$ cat src/rtl/decode_stage.sv
// MIPS R2000 instruction-decode stage: decode, regfile read, branch/jump
// resolution, hazard stall with replay hold register, and the ID/EX buffer.
module decode_stage #(
  parameter int WIDTH    = 32,
  parameter int REG_ADDR = 5
) (
  input  logic                clk,
  input  logic                rst,
  input  logic [WIDTH-1:0]    pc_in,
  input  logic [WIDTH-1:0]    instruction_in,
  output logic [REG_ADDR-1:0] rf_rs_addr,
  output logic [REG_ADDR-1:0] rf_rt_addr,
  input  logic [WIDTH-1:0]    rf_rs_data,
  input  logic [WIDTH-1:0]    rf_rt_data,
  input  logic                ex_fwd_reg_write,
  input  logic                ex_fwd_mem_read,
  input  logic [REG_ADDR-1:0] ex_fwd_dest,
  input  logic                mem_fwd_reg_write,
  input  logic                mem_fwd_mem_read,
  input  logic [REG_ADDR-1:0] mem_fwd_dest,
  input  logic [WIDTH-1:0]    mem_fwd_result,
  output logic                stall,
  output logic                branch_taken,
  output logic [WIDTH-1:0]    branch_target,
  output logic                illegal,
  output logic [WIDTH-1:0]    ex_pc,
  output logic [WIDTH-1:0]    ex_rs_data,
  output logic [WIDTH-1:0]    ex_rt_data,
  output logic [WIDTH-1:0]    ex_imm,
  output logic [4:0]          ex_shamt,
  output logic [REG_ADDR-1:0] ex_dest,
  output logic [3:0]          ex_alu_op,
  output logic                ex_alu_src_imm,
  output logic                ex_reg_write,
  output logic                ex_mem_read,
  output logic                ex_mem_write,
  output logic                ex_link
);

  typedef enum logic [3:0] {
    ALU_ADD = 4'd0, ALU_SUB = 4'd1, ALU_AND = 4'd2, ALU_OR  = 4'd3,
    ALU_XOR = 4'd4, ALU_NOR = 4'd5, ALU_SLT = 4'd6, ALU_SLTU = 4'd7,
    ALU_SLL = 4'd8, ALU_SRL = 4'd9, ALU_SRA = 4'd10, ALU_LUI = 4'd11
  } alu_op_e;

  logic                hold_valid_q;
  logic [WIDTH-1:0]    hold_pc_q, hold_instr_q;
  logic [WIDTH-1:0]    cur_pc, cur_instr;

  assign cur_pc    = hold_valid_q ? hold_pc_q    : pc_in;
  assign cur_instr = hold_valid_q ? hold_instr_q : instruction_in;

  logic [5:0]          opcode, funct;
  logic [REG_ADDR-1:0] rs, rt, rd;
  logic [15:0]         imm16;
  logic [25:0]         instr_index;

  assign opcode      = cur_instr[31:26];
  assign rs          = cur_instr[25:21];
  assign rt          = cur_instr[20:16];
  assign rd          = cur_instr[15:11];
  assign funct       = cur_instr[5:0];
  assign imm16       = cur_instr[15:0];
  assign instr_index = cur_instr[25:0];
  assign rf_rs_addr  = rs;
  assign rf_rt_addr  = rt;

  logic                supported, src_imm, reg_wr, mem_rd, mem_wr, zext;
  logic                uses_rs, uses_rt, is_beq, is_bne, is_j, is_jal, is_jr;
  logic [REG_ADDR-1:0] dest;
  alu_op_e             alu_op;

  // NOTE: every output gets a default first so no path leaves one unassigned
  // and infers a latch.
  always_comb begin
    supported = 1'b0; src_imm = 1'b0; reg_wr = 1'b0; mem_rd = 1'b0;
    mem_wr = 1'b0; zext = 1'b0; uses_rs = 1'b0; uses_rt = 1'b0;
    is_beq = 1'b0; is_bne = 1'b0; is_j = 1'b0; is_jal = 1'b0; is_jr = 1'b0;
    dest = '0; alu_op = ALU_ADD;
    if (opcode == 6'h00) begin
      supported = 1'b1; reg_wr = 1'b1; dest = rd; uses_rs = 1'b1; uses_rt = 1'b1;
      unique case (funct)
        6'h20, 6'h21: alu_op = ALU_ADD;
        6'h22, 6'h23: alu_op = ALU_SUB;
        6'h24: alu_op = ALU_AND;
        6'h25: alu_op = ALU_OR;
        6'h26: alu_op = ALU_XOR;
        6'h27: alu_op = ALU_NOR;
        6'h2A: alu_op = ALU_SLT;
        6'h2B: alu_op = ALU_SLTU;
        6'h00: begin alu_op = ALU_SLL; uses_rs = 1'b0; end
        6'h02: begin alu_op = ALU_SRL; uses_rs = 1'b0; end
        6'h03: begin alu_op = ALU_SRA; uses_rs = 1'b0; end
        6'h08: begin is_jr = 1'b1; reg_wr = 1'b0; dest = '0; uses_rt = 1'b0; end
        default: begin
          supported = 1'b0; reg_wr = 1'b0; dest = '0; uses_rs = 1'b0; uses_rt = 1'b0;
        end
      endcase
    end else begin
      // I-type ALU defaults; memory, branch and jump opcodes override below
      supported = 1'b1; src_imm = 1'b1; reg_wr = 1'b1; dest = rt; uses_rs = 1'b1;
      unique case (opcode)
        6'h08, 6'h09: alu_op = ALU_ADD;
        6'h0A: alu_op = ALU_SLT;
        6'h0B: alu_op = ALU_SLTU;
        6'h0C: begin alu_op = ALU_AND; zext = 1'b1; end
        6'h0D: begin alu_op = ALU_OR;  zext = 1'b1; end
        6'h0E: begin alu_op = ALU_XOR; zext = 1'b1; end
        6'h0F: alu_op = ALU_LUI;
        6'h23: mem_rd = 1'b1;
        6'h2B: begin mem_wr = 1'b1; reg_wr = 1'b0; dest = '0; uses_rt = 1'b1; end
        6'h04, 6'h05: begin
          is_beq = (opcode == 6'h04); is_bne = (opcode == 6'h05);
          src_imm = 1'b0; reg_wr = 1'b0; dest = '0; uses_rt = 1'b1;
        end
        6'h02: begin is_j = 1'b1; src_imm = 1'b0; reg_wr = 1'b0; dest = '0; uses_rs = 1'b0; end
        6'h03: begin
          is_jal = 1'b1; src_imm = 1'b0; dest = REG_ADDR'(31); uses_rs = 1'b0;
        end
        default: begin
          supported = 1'b0; src_imm = 1'b0; reg_wr = 1'b0; dest = '0; uses_rs = 1'b0;
        end
      endcase
    end
  end

  // Hazard detection: load-use for any operand, plus branch/JR operands that
  // are not yet available for the decode-stage comparator.
  logic br_rs, br_rt, load_use, ex_br_hit, mem_br_hit, stall_w;
  assign br_rs      = is_beq | is_bne | is_jr;
  assign br_rt      = is_beq | is_bne;
  assign load_use   = ex_fwd_mem_read && (ex_fwd_dest != '0) &&
                      ((uses_rs && ex_fwd_dest == rs) || (uses_rt && ex_fwd_dest == rt));
  assign ex_br_hit  = (ex_fwd_dest != '0) &&
                      ((br_rs && ex_fwd_dest == rs) || (br_rt && ex_fwd_dest == rt));
  assign mem_br_hit = (mem_fwd_dest != '0) &&
                      ((br_rs && mem_fwd_dest == rs) || (br_rt && mem_fwd_dest == rt));
  assign stall_w    = !rst && (load_use || (ex_fwd_reg_write && ex_br_hit) ||
                                (mem_fwd_mem_read && mem_br_hit));

  logic             mem_ok;
  logic [WIDTH-1:0] rs_op, rt_op, pc_plus4, br_off, target;
  assign mem_ok   = mem_fwd_reg_write && !mem_fwd_mem_read && (mem_fwd_dest != '0);
  assign rs_op    = (mem_ok && mem_fwd_dest == rs) ? mem_fwd_result : rf_rs_data;
  assign rt_op    = (mem_ok && mem_fwd_dest == rt) ? mem_fwd_result : rf_rt_data;
  assign pc_plus4 = cur_pc + WIDTH'(4);
  assign br_off   = {{(WIDTH-18){imm16[15]}}, imm16, 2'b00};

  always_comb begin
    target = pc_plus4 + br_off;
    if (is_j || is_jal) target = {pc_plus4[WIDTH-1 -: WIDTH-28], instr_index, 2'b00};
    else if (is_jr)     target = rs_op;
  end

  assign stall         = stall_w;
  assign branch_taken  = !rst && !stall_w &&
                         ((is_beq && rs_op == rt_op) || (is_bne && rs_op != rt_op) ||
                          is_j || is_jal || is_jr);
  assign branch_target = branch_taken ? target : '0;
  assign illegal       = !rst && !supported && !stall_w;

  logic                bubble;
  logic [REG_ADDR-1:0] dest_d;
  logic [3:0]          alu_op_d;
  logic                src_imm_d, reg_write_d, mem_read_d, mem_write_d, link_d;
  assign bubble      = stall_w || !supported || is_beq || is_bne || is_j || is_jr;
  assign dest_d      = bubble ? '0 : dest;
  assign alu_op_d    = bubble ? 4'd0 : alu_op;
  assign src_imm_d   = !bubble && src_imm;
  assign reg_write_d = !bubble && reg_wr && (dest != '0);
  assign mem_read_d  = !bubble && mem_rd;
  assign mem_write_d = !bubble && mem_wr;
  assign link_d      = !bubble && is_jal;

  // NOTE: non-blocking assignments for all state so every flop samples the
  // pre-edge values regardless of statement order.
  always_ff @(posedge clk) begin
    if (rst) begin
      hold_valid_q <= 1'b0;
      ex_pc <= '0; ex_rs_data <= '0; ex_rt_data <= '0; ex_imm <= '0;
      ex_shamt <= '0; ex_dest <= '0; ex_alu_op <= '0; ex_alu_src_imm <= 1'b0;
      ex_reg_write <= 1'b0; ex_mem_read <= 1'b0; ex_mem_write <= 1'b0; ex_link <= 1'b0;
    end else begin
      hold_valid_q   <= stall_w;
      ex_pc          <= cur_pc;
      ex_rs_data     <= rf_rs_data;
      ex_rt_data     <= rf_rt_data;
      ex_imm         <= zext ? {{(WIDTH-16){1'b0}}, imm16} : {{(WIDTH-16){imm16[15]}}, imm16};
      ex_shamt       <= cur_instr[10:6];
      ex_dest        <= dest_d;
      ex_alu_op      <= alu_op_d;
      ex_alu_src_imm <= src_imm_d;
      ex_reg_write   <= reg_write_d;
      ex_mem_read    <= mem_read_d;
      ex_mem_write   <= mem_write_d;
      ex_link        <= link_d;
    end
  end

  // NOTE: the hold payload needs no reset; it is only observed while
  // hold_valid_q is set, and that flag is reset.
  always_ff @(posedge clk) begin
    if (stall_w) begin
      hold_pc_q    <= cur_pc;
      hold_instr_q <= cur_instr;
    end
  end

endmodule

$ cat config.mk
export PLATFORM = sky130hd
export DESIGN_NAME = decode_stage
export DESIGN_NICKNAME = d
export VERILOG_FILES = /design/src/rtl/decode_stage.sv
export SDC_FILE = /design/constraint.sdc
export NUM_CORES = 1
export LEC_CHECK = 0
export CAP_MARGIN = 20
export CORE_AREA = 2 2 204 206
export CTS_CLUSTER_SIZE = 25
export DETAILED_ROUTE_END_ITERATION = 10
export DIE_AREA = 0 0 206 208
export HOLD_SLACK_MARGIN = 0.03
export PLACE_DENSITY_LB_ADDON = 0.1
export SLEW_MARGIN = 20
export SYNTH_ARGS = -nofsm -noshare
export SYNTH_HDL_FRONTEND = slang
export SYNTH_SLANG_ARGS = --single-unit
$ cat constraint.sdc
create_clock -name clk -period 10.1 [get_ports clk]
set_input_delay 1.515 -clock clk [delete_from_list [all_inputs] [get_ports clk]]
set_output_delay 1.515 -clock clk [all_outputs]
set_load 0.01 [all_outputs]
==> results by group <==
Placed design
  • DP HPWL: 37300 um
  • Port bufs: 367
  • Final estimated routing congestion in global placement: 0.877
  • Post-DP Area: 16000 sq um
  • Placed cells: 2194

Route
  • Drc violations: 0
  • Via-per-instance ratio: 5.07
  • Routed via count: 11300
  • WL final: 48200 um
  • Avg WL per Cell: 21.6 um
  • Post-route ant nets: 0
  • DR iter-0 viols: 742
  • Drt first pass iters: 5

Synth
  • Sequential share of the synthesized area: 0.373
  • FF+latch count, synth: 192
  • Syn nets: 1578
  • Mean Syn Cell Area: 8.76 sq um
  • Post-synth EDFFs: 64
  • Yosys top cell area share: 0.213
  • Main synth FF type: dfxtp_1
  • Count leader, synth: dfxtp_1
  • Yosys cell types: 76
  • Cell Area, Synth: 12000 sq um
  • Mapped Cells: 1371
  • Post-synth top cells: 128 x dfxtp_1, 103 x nor2_1, 102 x nand2_1
  • YS warnings: 0
  • Synth area leader: dfxtp_1
  • Synth top area cells: dfxtp_1 21%, edfxtp_1 16%, xnor2_1 7.2%
  • Async SR Flop Fraction: 0

Timing
  • Final hold vios: 0
  • Slew HR: 0.345
  • Max Fclk: 105 MHz
  • Worst-Margin Slew: 983 ps
  • Fin Setup TNS: 0 ps
  • Layout Skew: 13.7 ps
  • RSZ-0062 raised after global routing: false
  • Min Tclk post-route: 9500 ps
  • Fin. max-slew vios: 0
  • Setup violators final: 0
  • Period Utilization, post-route: 0.940

Min path
  • Min-Delay Path Class: flip-flop to flip-flop
  • Hold_sp: hold_pc_q[31]

CTS
  • Post-CTS sizing: 0
  • Clock sink count: 192
  • CTS buffer count: 17
  • CTS Buffer Depth: 2
  • Postcts setup bufs: 0
  • CTS tree: yes
  • CTS clk-pin slew, worst paths: 80 ps
  • Clk Latency, worst-skew pair: 470 ps
  • H-tree lvl count: 4
  • CTS Root Cell: clkbuf_16
  • Cts hold-fix bufs: 0

Job
  • Number of max-cap violations: 0

GRT
  • First-pass GRT wire length: 70300 um
  • Pin count of the biggest net entering global routing: 65
  • GRT Residual Overflow: 0
  • Vias in the first global route: 10900
  • Initial antenna violation count: 3
  • Total track usage: 0.220

Die
  • Core ar.: 40600 sq um
  • Die footprint: 42800 sq um
  • Initial Utilization: 0.296
  • Die H: 208 um
  • Die Wd: 206 um
  • Std cell rows: 74
  • Top-Level Pins: 368

Final layout
  • Post-route insts no fill: 2228
  • Fillers: 4133
  • Footprint of the multi-input gates: 6730 sq um
  • Final net count: 1888
  • Layout area overhead: 38.4%
  • Sequential Area: 4490 sq um
  • Post-route cell area: 16600 sq um
  • Layout cells sized above 1: 0.0555

Worst setup path
  • Worst setup path start: instruction_in[20]
  • Worst Path Required: 8590 ps
  • Worst-case reg-to-reg path depth: 11
  • R2r startpoint: hold_valid_q
  • Worst Path Max Fanout: 31
  • WS Path Type: primary input to output pin
  • Worst Setup Start Kind: primary input
  • Worst endpoint data arrival time: 7980 ps
  • Worst R2R End: hold_pc_q[28]
  • Reg2Reg Setup Slack: 4530 ps
  • Nature of the critical path endpoint: output pin
  • Crit path capture: branch_target[29]

Power and ir drop
  • LEAKAGE: 5.97 nW
  • Peak supply drop: 123 uV
  • Total power: 2.08 mW
  • P per Cell Area: 125 nW/um^2

Run status
  • Status: completed
-- layer usage --
layer | track usage | wire (um) | vias up
met4 | 0.0606 | 910 | 2
met1 | 0.290 | 21500 | 5382
met5 | 0 | 15 | -
li1 | - | - | 5509
met3 | 0.0409 | 2990 | 41
met2 | 0.365 | 22800 | 364
-- critical path, stage by stage --
cell and delay (ps):
clkdlybuf4s50_1 400, mux2i_1 470, xnor2_1 130, nor2_1 730, and2_1 710, a221o_1 250
a32oi_1 100, a2111oi_0 670, nand4_1 290, a2111oi_2 830, xnor2_1 220, a21oi_2 100
buf_4 280, a2111oi_0 600, clkdlybuf4s50_1 660
-- layout make-up --
| type | instances | share of cell area |
|---|---|---|
| diodes | 2 | 0.000301 |
| clock buffers | 22 | 0.0292 |
| clock inverters | 10 | 0.00865 |
| inverters | 76 | 0.0172 |
| multi-input cells | 1006 | 0.405 |
| flip-flops and latches | 192 | 0.270 |
| well taps | 532 | 0.0400 |
| repair buffers | 388 | 0.230 |
-- report_power, final --
group	leakage [nW]	internal (mW)	total [mW]	switching (mW)
registers	1.64	0.822	0.830	0.00868
logic	4.03	0.238	0.494	0.257
clock network	0.301	0.421	0.754	0.333
-- placed cells by master (no fill, tap or decap), types with 10 or more instances in the layout --
master,n
clkbuf_16,18
mux2_2,19
o21ai_0,80
a221o_1,19
nor2b_1,91
nand2_1,102
buf_4,22
edfxtp_1,64
nand3_1,55
o22ai_1,13
a2111oi_0,12
ha_1,30
nor3_1,33
inv_1,75
nand2b_1,14
o221ai_1,27
a21o_1,14
nor2_1,103
a21oi_1,64
and2_1,13
o211ai_1,10
dfxtp_1,127
nor4_1,13
nand4_1,14
xnor2_1,99
a32oi_1,16
xor2_1,18
mux2i_1,40
clkdlybuf4s50_1,366
-- cell families after synthesis --
family	share of synthesized area
adders and majority gates	0.0329
muxes	0.0587
xor gates and xnor gates	0.0853
DFF	0.373
AOI/OAI and AO/OA	0.182
buffers and inverters	0.0686
and+or+nand+nor	0.199
-- worst min-delay path by stage --
stage | endpoint | slack (ps) | cells past startpoint
2_1_floorplan | ex_imm[9] | 480 | 2
3_3_place_gp | ex_pc[17] | 510 | 2
3_5_place_dp | ex_imm[9] | 500 | 2
4_1_cts | ex_pc[31] | 540 | 2
5_1_grt | ex_pc[31] | 580 | 2
6_report | ex_pc[31] | 530 | 2
-- flip-flops by register name, summed over array words and instances (netlist names) --
name            flops
ex_alu_op           4
ex_alu_src_imm      1
ex_dest             5
ex_imm             17
ex_link             1
ex_mem_read         1
ex_mem_write        1
ex_pc              32
ex_reg_write        1
ex_rs_data         32
ex_rt_data         32
hold_instr_q       32
hold_pc_q          32
hold_valid_q        1
-- through the flow --
step	utilization	hold WS [ps]	worst slack [ps]
global route	0.410	582	402
detailed placement	0.394	500	895
finish	0.410	527	602
CTS	0.410	536	837
floorplan	-	476	2090
global placement	0.394	510	1030
Power figures use the tool's default switching activity.
